[src/rtl/fetch_instr_queue.sv]
// Instruction queue between fetch and decode: a DEPTH-entry circular buffer of
// {instr, pc, fault} with registered valid/ready flags and a combinational head read.
module fetch_instr_queue #(
    parameter int          DEPTH     = 4,
    parameter logic [31:0] NOP_INSTR = 32'h0000_0013
) (
    input  logic                     CLK,
    input  logic                     nRST,
    input  logic                     flush,
    input  logic                     in_valid,
    output logic                     in_ready,
    input  logic [31:0]              in_instr,
    input  logic [31:0]              in_pc,
    input  logic                     in_fault,
    output logic                     out_valid,
    input  logic                     out_ready,
    output logic [31:0]              out_instr,
    output logic [31:0]              out_pc,
    output logic                     out_fault,
    output logic [$clog2(DEPTH):0]   count
);

    localparam int AW = $clog2(DEPTH);
    localparam logic [AW:0] FULL_CNT = (AW+1)'(DEPTH);

    logic [31:0]   r_mem_instr [DEPTH];
    logic [31:0]   r_mem_pc    [DEPTH];
    logic          r_mem_fault [DEPTH];

    logic [AW-1:0] r_head;
    logic [AW-1:0] r_tail;
    logic [AW:0]   r_count;
    logic [AW:0]   w_count_next;
    logic          w_push;
    logic          w_pop;

    // Flags depend only on the count register, so neither handshake side sees the other combinationally.
    assign in_ready  = (r_count != FULL_CNT);
    assign out_valid = (r_count != '0);
    assign count     = r_count;

    assign w_push = in_valid  && in_ready  && !flush;
    assign w_pop  = out_valid && out_ready && !flush;

    always_comb begin
        w_count_next = r_count;
        case ({w_push, w_pop})
            2'b10:   w_count_next = r_count + 1'b1;
            2'b01:   w_count_next = r_count - 1'b1;
            default: w_count_next = r_count;
        endcase
    end

    always_ff @(posedge CLK or negedge nRST) begin
        if (!nRST) begin
            r_head  <= '0;
            r_tail  <= '0;
            r_count <= '0;
        end else if (flush) begin
            r_head  <= '0;
            r_tail  <= '0;
            r_count <= '0;
        end else begin
            if (w_push) begin
                r_tail <= r_tail + 1'b1;
            end
            if (w_pop) begin
                r_head <= r_head + 1'b1;
            end
            r_count <= w_count_next;
        end
    end

    // Storage is not reset; the empty-queue output mux hides any stale contents.
    always_ff @(posedge CLK) begin
        if (w_push) begin
            r_mem_instr[r_tail] <= in_instr;
            r_mem_pc[r_tail]    <= in_pc;
            r_mem_fault[r_tail] <= in_fault;
        end
    end

    assign out_instr = out_valid ? r_mem_instr[r_head] : NOP_INSTR;
    assign out_pc    = out_valid ? r_mem_pc[r_head]    : 32'h0;
    assign out_fault = out_valid ? r_mem_fault[r_head] : 1'b0;

endmodule
[config.mk]
export PLATFORM = sky130hd
export DESIGN_NAME = fetch_instr_queue
export DESIGN_NICKNAME = d
export VERILOG_FILES = /design/src/rtl/fetch_instr_queue.sv
export SDC_FILE = /design/constraint.sdc
export NUM_CORES = 1
export LEC_CHECK = 0
export CAP_MARGIN = 10
export CORE_ASPECT_RATIO = 0.5
export CORE_MARGIN = 2
export CORE_UTILIZATION = 40
export DETAILED_ROUTE_END_ITERATION = 6
export GPL_ROUTABILITY_DRIVEN = 0
export GPL_TIMING_DRIVEN = 0
export PLACE_DENSITY_LB_ADDON = 0.2
export REMOVE_ABC_BUFFERS = 1
export SYNTH_ARGS = -nofsm -noshare
export SYNTH_HDL_FRONTEND = slang
export SYNTH_SLANG_ARGS = --single-unit
[constraint.sdc]
create_clock -name CLK -period 7.5 [get_ports CLK]
set_input_delay 2.25 -clock CLK [delete_from_list [all_inputs] [get_ports CLK]]
set_output_delay 2.25 -clock CLK [all_outputs]
set_load 0.005 [all_outputs]
# Word-level counts from Yosys, hierarchy flattened
# Memory sizes are Yosys's and may differ from the RTL's.
# Index checks and enable logic that the tools add are counted.
[word_totals]
elab_cells = 33
n_memories = 3
out_inout_bits = 70
mem_bits_rw = 260
regBits = 7
[classes]
eq_ne = 3
n_addsub = 4
n_mux = 11
reduce_logical = 9
[memory_table]
columns = ["memory", "words", "word_bits", "read_ports", "rd_clocked_by_memory_dff", "wr", "line_no", "source"]
rows = [
  ["r_mem_instr", 4, 32, 1, 0, 1, "26", "logic [31:0] r_mem_instr [DEPTH];"],
  ["r_mem_pc", 4, 32, 1, 0, 1, "27", "logic [31:0] r_mem_pc [DEPTH];"],
  ["r_mem_fault", 4, 1, 1, 0, 1, "28", "logic r_mem_fault [DEPTH];"],
]
[ops]
columns = ["cell", "count"]
rows = [
  ["$mux W32", 2],
  ["$mux W2", 4],
  ["$pmux W3 S2", 1],
  ["$reduce_bool A3 Y1", 2],
  ["$add A2 B1 Y2 const B", 2],
  ["$logic_and A1 B1 Y1", 4],
  ["$reduce_bool A2 Y1", 2],
  ["$add A3 B1 Y3 const B", 1],
  ["$mux W1", 3],
  ["$mux W3", 1],
  ["$ne A3 B3 Y1 const B", 1],
  ["$sub A3 B1 Y3 const B", 1],
  ["$eq A2 B1 Y1 const B", 1],
  ["$eq A2 B2 Y1 const B", 1],
  ["$logic_not A1 Y1", 1],
]

# Depth between registers and ports, before layout
# Gate-level depths: netlist (run 1).
[depth]
word_depth = 6
depth_mapped = 8
depth_no_buf = 7

# Worst setup path after synthesis (run 1)
# No wires, ideal clock.
[synth_path]
kind = "input port to flip-flop"
startpoint = "in in_valid"
endpoint = "mem r_mem_fault[0], enable pin"
stages = 4
path_slack_ns = 2.609
arrival_time_ns = 4.461
t_required_ns = 7.070
cell_sequence = "clkbuf_1 -> inv_1 -> nor3_1 -> and2_1"
[synth_between]
elab_chain_len = 4
[synth_rtl]
columns = ["item", "line_no", "source"]
rows = [
  ["from (decl)", "10", "input logic in_valid,"],
  ["$logic_and A1 B1 Y1 (2 in series)", "42", "assign w_push = in_valid && in_ready && !flush;"],
  ["$mux W1", "76", "if (w_push) begin"],
  ["$mux W1 (implied by the code)", "79", "r_mem_fault[r_tail] <= in_fault;"],
  ["to (decl)", "28", ""],
]
# Every way passes these cells.

# Final worst setup path (run 1)
[layout_path]
startpoint = "reg r_head[0]"
endpoint = "out out_pc[14]"
[layout_between]
elab_chain_len = 2
[layout_rtl]
columns = ["item", "line_no", "source"]
rows = [
  ["from (decl)", "30", "logic [AW-1:0] r_head;"],
  ["from (signal assigned)", "68", "r_head <= r_head + 1'b1;"],
  ["$mem_v2 Z4 W32", "n/a", ""],
  ["$mux W32", "84", "assign out_pc = out_valid ? r_mem_pc[r_head] : 32'h0;"],
  ["to (decl)", "18", "output logic [31:0] out_pc,"],
]
# Every way passes these cells.

==> results of run 1 <==
metal layers:
layer	vias up	routed length, um
met2	86	9900
met5	-	0
li1	2240	-
met3	28	781
met1	2612	9130
met4	0	353
worst max-delay path: stages (launching register included):
cell	delay, ps
dfrtp_4	1010
buf_16	310
mux4_2	520
and2_1	170
clkdlybuf4s50_1	480
cell families after synthesis:
| family | Yosys count | synth area share, % |
|---|---|---|
| compound gates | 17 | 1.08 |
| mux | 65 | 14.1 |
| buf+inv | 34 | 2.14 |
| fa+ha+maj | 5 | 0.673 |
| flops | 267 | 76.6 |
| simple gates | 89 | 5.19 |
| xor+xnor | 3 | 0.252 |
placed cells by master (no fill, tap or decap), types with 2 or more instances in the layout:
master           netlist  routed
inv_1                  7       6
xor2_1                 2       2
buf_16                 0       6
and2_1                66      62
nand3_1                3       3
ha_1                   4       4
clkdlybuf4s50_1        0     139
dfrtp_4                0       2
clkbuf_1               9       5
mux4_2                65      65
clkinv_2               0       5
clkinvlp_4             0       3
o21ai_0                3       3
clkbuf_16              0      26
nand2b_1               4       4
a2111oi_0              2       2
clkinv_1               0       3
dfrtp_1                7       5
nor3_1                 3       3
a21oi_1                5       5
edfxtp_1             260     260
or2_1                  3       3
and2_4                 0       4
nand3b_1               2       2
nor2_1                 5       5
report_power, final:
part / leakage, nW / switching (mW) / internal (mW)
sequential: 2.45 / 0.0456 / 1.69
clock: 0.356 / 0.530 / 0.634
combinational: 1.25 / 0.201 / 0.326
through the flow:
| stage | TNS (ps) | instance area, um^2 | total power [mW] | hold slack [ps] |
|---|---|---|---|---|
| finish | 0 | 13000 | 3.42 | 606 |
| global route | 0 | 13000 | 3.57 | 658 |
| CTS | 0 | 13000 | 3.48 | 606 |
| detailed placement | 0 | 12200 | 2.31 | 597 |
| global placement | -417 | 12000 | 2.31 | 586 |
| floorplan | 0 | 10200 | 2.00 | 551 |
worst paths after layout:
kind | startpoint | to | slack (ps) | cells after the start
worst max-delay path | r_head[0]$_DFFE_PN0P_ | out_pc[14] | 2190 | 4
worst min-delay path | r_tail[1]$_DFFE_PN0P_ | r_tail[1]$_DFFE_PN0P_ | 610 | 2
worst max register to register | count[0]$_DFFE_PN0P_ | r_mem_instr[2][17]$_DFFE_PP_ | 5170 | 4
worst min register to register | r_tail[1]$_DFFE_PN0P_ | r_tail[1]$_DFFE_PN0P_ | 610 | 2
max in group asynchronous | nRST | r_head[0]$_DFFE_PN0P_ | 5220 | 1
min in group asynchronous | nRST | count[0]$_DFFE_PN0P_ | 1990 | 1
layout make-up:
cell class	instances	area, um^2	area share [%]
clock buffers	31	669	5.16
clock inverters	12	67.6	0.520
inverters	7	26.3	0.202
multi-input cells	179	2220	17.1
flip-flops and latches	267	7990	61.5
well taps	344	430	3.32
repair buffers	146	1580	12.1
flip-flops by register name (all words and copies together) (netlist names):
register	flops
r_mem_pc	128
r_tail	2
r_mem_fault	4
r_head	2
count	3
r_mem_instr	128
==> flow_metrics.py, run 1 <==
metrics = {
    "yosys": {
        "synth_seq_cells": 267,
        "synth_edf_count": 260,
        "yosysSeqAreaShare_pct": 76.6,
        "syn_avg_cell_area_um2": 21.7,
        "synth_cell_type_count": 34,
        "async_flop_share_pct": 2.62,
        "synth_commonest_cells": "260 x edfxtp_1, 66 x and2_1, 65 x mux4_2",
        "synth_area_leaders": "edfxtp_1 75%, mux4_2 14%, and2_1 4.0%",
        "netlist_instances": 480,
        "synth_warnings": 0,
        "synth_ff_type": "edfxtp_1",
        "synth.most_common_cell": "edfxtp_1",
        "synth_top_area_cell": "edfxtp_1",
        "synth_top_area_share_pct": 74.9,
        "syn-cell-area_um2": 10400,
    },
    "global_routing": {
        "top_usage_layer": "met2",
        "grt_overflow_total": 0,
        "grtUsageMet1_pct": 21.4,
        "grt_pass1_vias": 5375,
        "antenna_found_initial": 0,
        "grt_pass1_wl_mm": 31.4,
        "grtUsageMet2_pct": 24.6,
        "gr-usage-met3_pct": 3.17,
        "track_usage_pct": 15.2,
        "grt_max_degree": 44,
    },
    "timing": {
        "period_needed_ps": 5310,
        "slew_headroom_pct": 41.8,
        "setup_violations": 0,
        "fin_skew_ps": 19.8,
        "post-route-period-util_pct": 70.8,
        "maxSlewViolCount": 0,
        "fmax_mhz": 188,
        "fin_ws_ps": 2190,
        "hold_viol": 0,
        "worst_slew_pin_slew_ps": 873,
        "rsz0062_at_grt": "false",
    },
    "floorplanning": {
        "dieArea_um2": 27400,
        "die_w_um": 232,
        "row_count": 41,
        "io_pins": 140,
        "design.core.area_um2": 25400,
        "start_util_pct": 41.0,
        "die_h_um": 118,
    },
    "route": {
        "drt_iter0_drc": 255,
        "dr.pass1.iters": 5,
        "drcViolationCount": 0,
        "detail-route-antenna-nets": 0,
        "totalWireLength_mm": 20.2,
        "vias": 4966,
        "avgViaCountPerCell": 5.04,
        "post_drt_wl_per_cell_um": 20.5,
    },
    "clock_tree": {
        "clock_path_buffers": 3,
        "cts_setup_buffers": 0,
        "cts.clk_slew.worst_paths_ps": 70,
        "cts_root_buf": "clkbuf_16",
        "cts_resized": 0,
        "cts_sinks": 267,
        "cts_buffers": 25,
        "cts_max_level": 1,
        "clkLatencyLatePin_ps": 530,
        "tritoncts": "yes",
        "postCtsHoldBufs": 0,
    },
    "flow_run": {
        "drv_cap": 0,
    },
    "layout": {
        "final_cells": 986,
        "syn2layout_area_growth_pct": 24.6,
        "fin_nets": 701,
        "utilization_pct": 51.1,
        "diodes": 0,
        "final.fill_count": 2056,
        "drive_above_1_share_pct": 17.8,
    },
    "status": {
        "status": "finished, final reports clean",
    },
    "worst_hold_path": {
        "holdCritPathClass": "flop to flop",
    },
    "pwr": {
        "pwr_density_cell_nw_per_um2": 264,
        "vdd_drop_max_mv": 0.147,
        "p_leak_nw": 4.06,
    },
    "worst_setup_path": {
        "worstPathArrival_ps": 3060,
        "cp_max_fo": 40,
        "crit_type": "flop to primary output",
        "worst_ep_required_time_ps": 5250,
        "start_kind": "flop",
        "setup.worst_path.end_class": "primary output",
    },
    "placed_design": {
        "dp_slack_ps": 2650,
        "portBuffers": 139,
        "dp_hpwl_mm": 11.7,
        "dp.cells": 943,
    },
}
Note: power is estimated with default switching activity, not from simulation.
==> run 2, diff against run 1 <==
Clock period 7.5 ns to 4.7 ns, I/O delays scaled along.
==> flow_metrics.py, run 2 (synthesized netlist as in run 1, its figures left out) <==
metrics = {
    "status": {
        "status": "finished, final reports clean",
    },
    "route": {
        "dr.pass1.iters": 4,
        "avgViaCountPerCell": 5.02,
        "post_drt_wl_per_cell_um": 20.8,
        "drcViolationCount": 0,
        "drt_iter0_drc": 265,
        "detail-route-antenna-nets": 0,
        "vias": 4955,
        "totalWireLength_mm": 20.5,
    },
    "pwr": {
        "pwr-share-comb_pct": 15.8,
        "pwr_density_cell_nw_per_um2": 421,
        "p_sw_share_pct": 22.8,
        "power.internal_mw": 4.23,
        "total_power_mw": 5.48,
        "p_leak_nw": 4.07,
        "vdd_drop_max_mv": 0.236,
        "seqPwrFrac_pct": 50.2,
        "pwr-share-clk_pct": 33.9,
        "netSwitchingPower_mw": 1.25,
    },
    "clock_tree": {
        "cts_sinks": 267,
        "cts_buffers": 25,
        "postCtsHoldBufs": 0,
        "tritoncts": "yes",
        "cts.clk_slew.worst_paths_ps": 70,
        "cts_root_buf": "clkbuf_16",
        "clkLatencyLatePin_ps": 530,
        "cts_max_level": 1,
        "cts_resized": 0,
        "cts_setup_buffers": 0,
        "clock_path_buffers": 3,
    },
    "timing": {
        "post-route-period-util_pct": 90.5,
        "whs_ps": 603,
        "fin_ws_ps": 444,
        "setup_tns_ps": 0,
        "fin_skew_ps": 21.5,
        "rsz0062_at_grt": "false",
        "period_needed_ps": 4260,
        "maxSlewViolCount": 0,
        "fmax_mhz": 235,
        "worst_slew_pin_slew_ps": 606,
        "setup_violations": 0,
        "slew_headroom_pct": 59.5,
        "hold_viol": 0,
    },
    "global_routing": {
        "antenna_found_initial": 0,
        "grt_pass1_wl_mm": 31.4,
        "grt_overflow_total": 0,
        "grt_pass1_vias": 5375,
        "grt_max_degree": 44,
        "track_usage_pct": 15.2,
    },
    "placed_design": {
        "dp_slack_ps": 693,
        "portBuffers": 139,
        "dp_hpwl_mm": 11.7,
        "dpl-instance-area_um2": 12200,
        "dp.cells": 943,
    },
    "worst_setup_path": {
        "worst_ep_required_time_ps": 3290,
        "timing.critical_path.cells": "nor3_1 > inv_2 > buf_12 > and2_1 > clkdlybuf4s50_1",
        "crit_type": "flop to primary output",
        "r2r_end": "r_mem_instr[1][17]$_DFFE_PP_",
        "worstPathArrival_ps": 2850,
        "setup.worst_path.end_class": "primary output",
        "max_stage_delay_ps": 530,
        "worst_r2r_path_depth": 4,
        "reg2reg_setup_slack_ps": 2350,
        "critPathBufInv": 3,
        "reg2reg_from": "count[0]$_DFFE_PN0P_",
        "cp_max_fo": 33,
        "start_kind": "flop",
        "cpMaxStageDelayCell": "dfrtp_1",
        "critPathTopFamily": "buffers and inverters",
    },
    "floorplanning": {
        "start_util_pct": 41.0,
        "row_count": 41,
        "design.core.area_um2": 25400,
        "die_h_um": 118,
        "dieArea_um2": 27400,
        "die_w_um": 232,
        "io_pins": 140,
    },
    "worst_hold_path": {
        "hold_path_depth": 2,
        "hold_start": "r_tail[1]$_DFFE_PN0P_",
        "hold_end": "r_tail[1]$_DFFE_PN0P_",
        "holdCritPathClass": "flop to flop",
    },
    "layout": {
        "multi_input_area_um2": 2220,
        "fin_nets": 702,
        "final_cells": 987,
        "utilization_pct": 51.2,
        "reg_top3": "r_mem_instr (128), r_mem_pc (128), r_mem_fault (4)",
        "syn2layout_area_growth_pct": 24.8,
        "seq_area_um2": 7990,
        "layout_common_cells": "260 x edfxtp_1, 139 x clkdlybuf4s50_1, 65 x mux4_2",
        "final_common_cell": "edfxtp_1",
        "drive_above_1_share_pct": 17.9,
        "final.fill_count": 2054,
        "finalInstanceArea_um2": 13000,
        "diodes": 0,
    },
    "flow_run": {
        "drv_cap": 0,
    },
}
==> run 2: changes by cell type in the layout (fill, tap and decap cells not counted) <==
cell and delta:
buf_12 +1
==> run 2: worst max-delay path by stage <==
stage / from / end / cells after the start
3_5_place_dp: r_head[0]$_DFFE_PN0P_ / out_pc[14] / 4
2_1_floorplan: r_head[0]$_DFFE_PN0P_ / out_instr[0] / 2
3_3_place_gp: r_head[0]$_DFFE_PN0P_ / out_instr[0] / 3
5_1_grt: count[0]$_DFFE_PN0P_ / out_pc[0] / 5
6_report: count[1]$_DFFE_PN0P_ / out_pc[14] / 5
4_1_cts: r_head[0]$_DFFE_PN0P_ / out_pc[14] / 4
==> run 2: layout make-up <==
cell class	count	share of cell area, %
Tap cell	344	3.31
Clock buffer	31	5.15
Sequential cell	267	61.4
Inverter	7	0.202
Clock inverter	12	0.520
Multi-Input combinational cell	179	17.1
Timing Repair Buffer	147	12.3
==> run 2: worst register-to-register path, cell delays in order, from the launching register on <==
cell	delay [ps]
dfrtp_1	620
nor3b_1	170
nor3_1	350
and2_4	520
buf_16	310
==> run 2: power by group through the flow <==
stage	sequential (mW)	clock (mW)	combinational, mW
detailed placement	2.82	0	0.862
floorplan	2.82	0	0.374
finish	2.75	1.86	0.868
CTS	2.77	1.92	0.865
global placement	2.86	0	0.827
global route	2.76	2.01	0.939
==> run 2: routing by layer <==
layer | wire (um) | part of all wire (%) | track usage [%]
met5 | 0 | 0 | 0
met4 | 360 | 1.8 | 3.17
met3 | 794 | 3.9 | 3.17
met2 | 10200 | 50 | 24.6
met1 | 9180 | 45 | 21.4
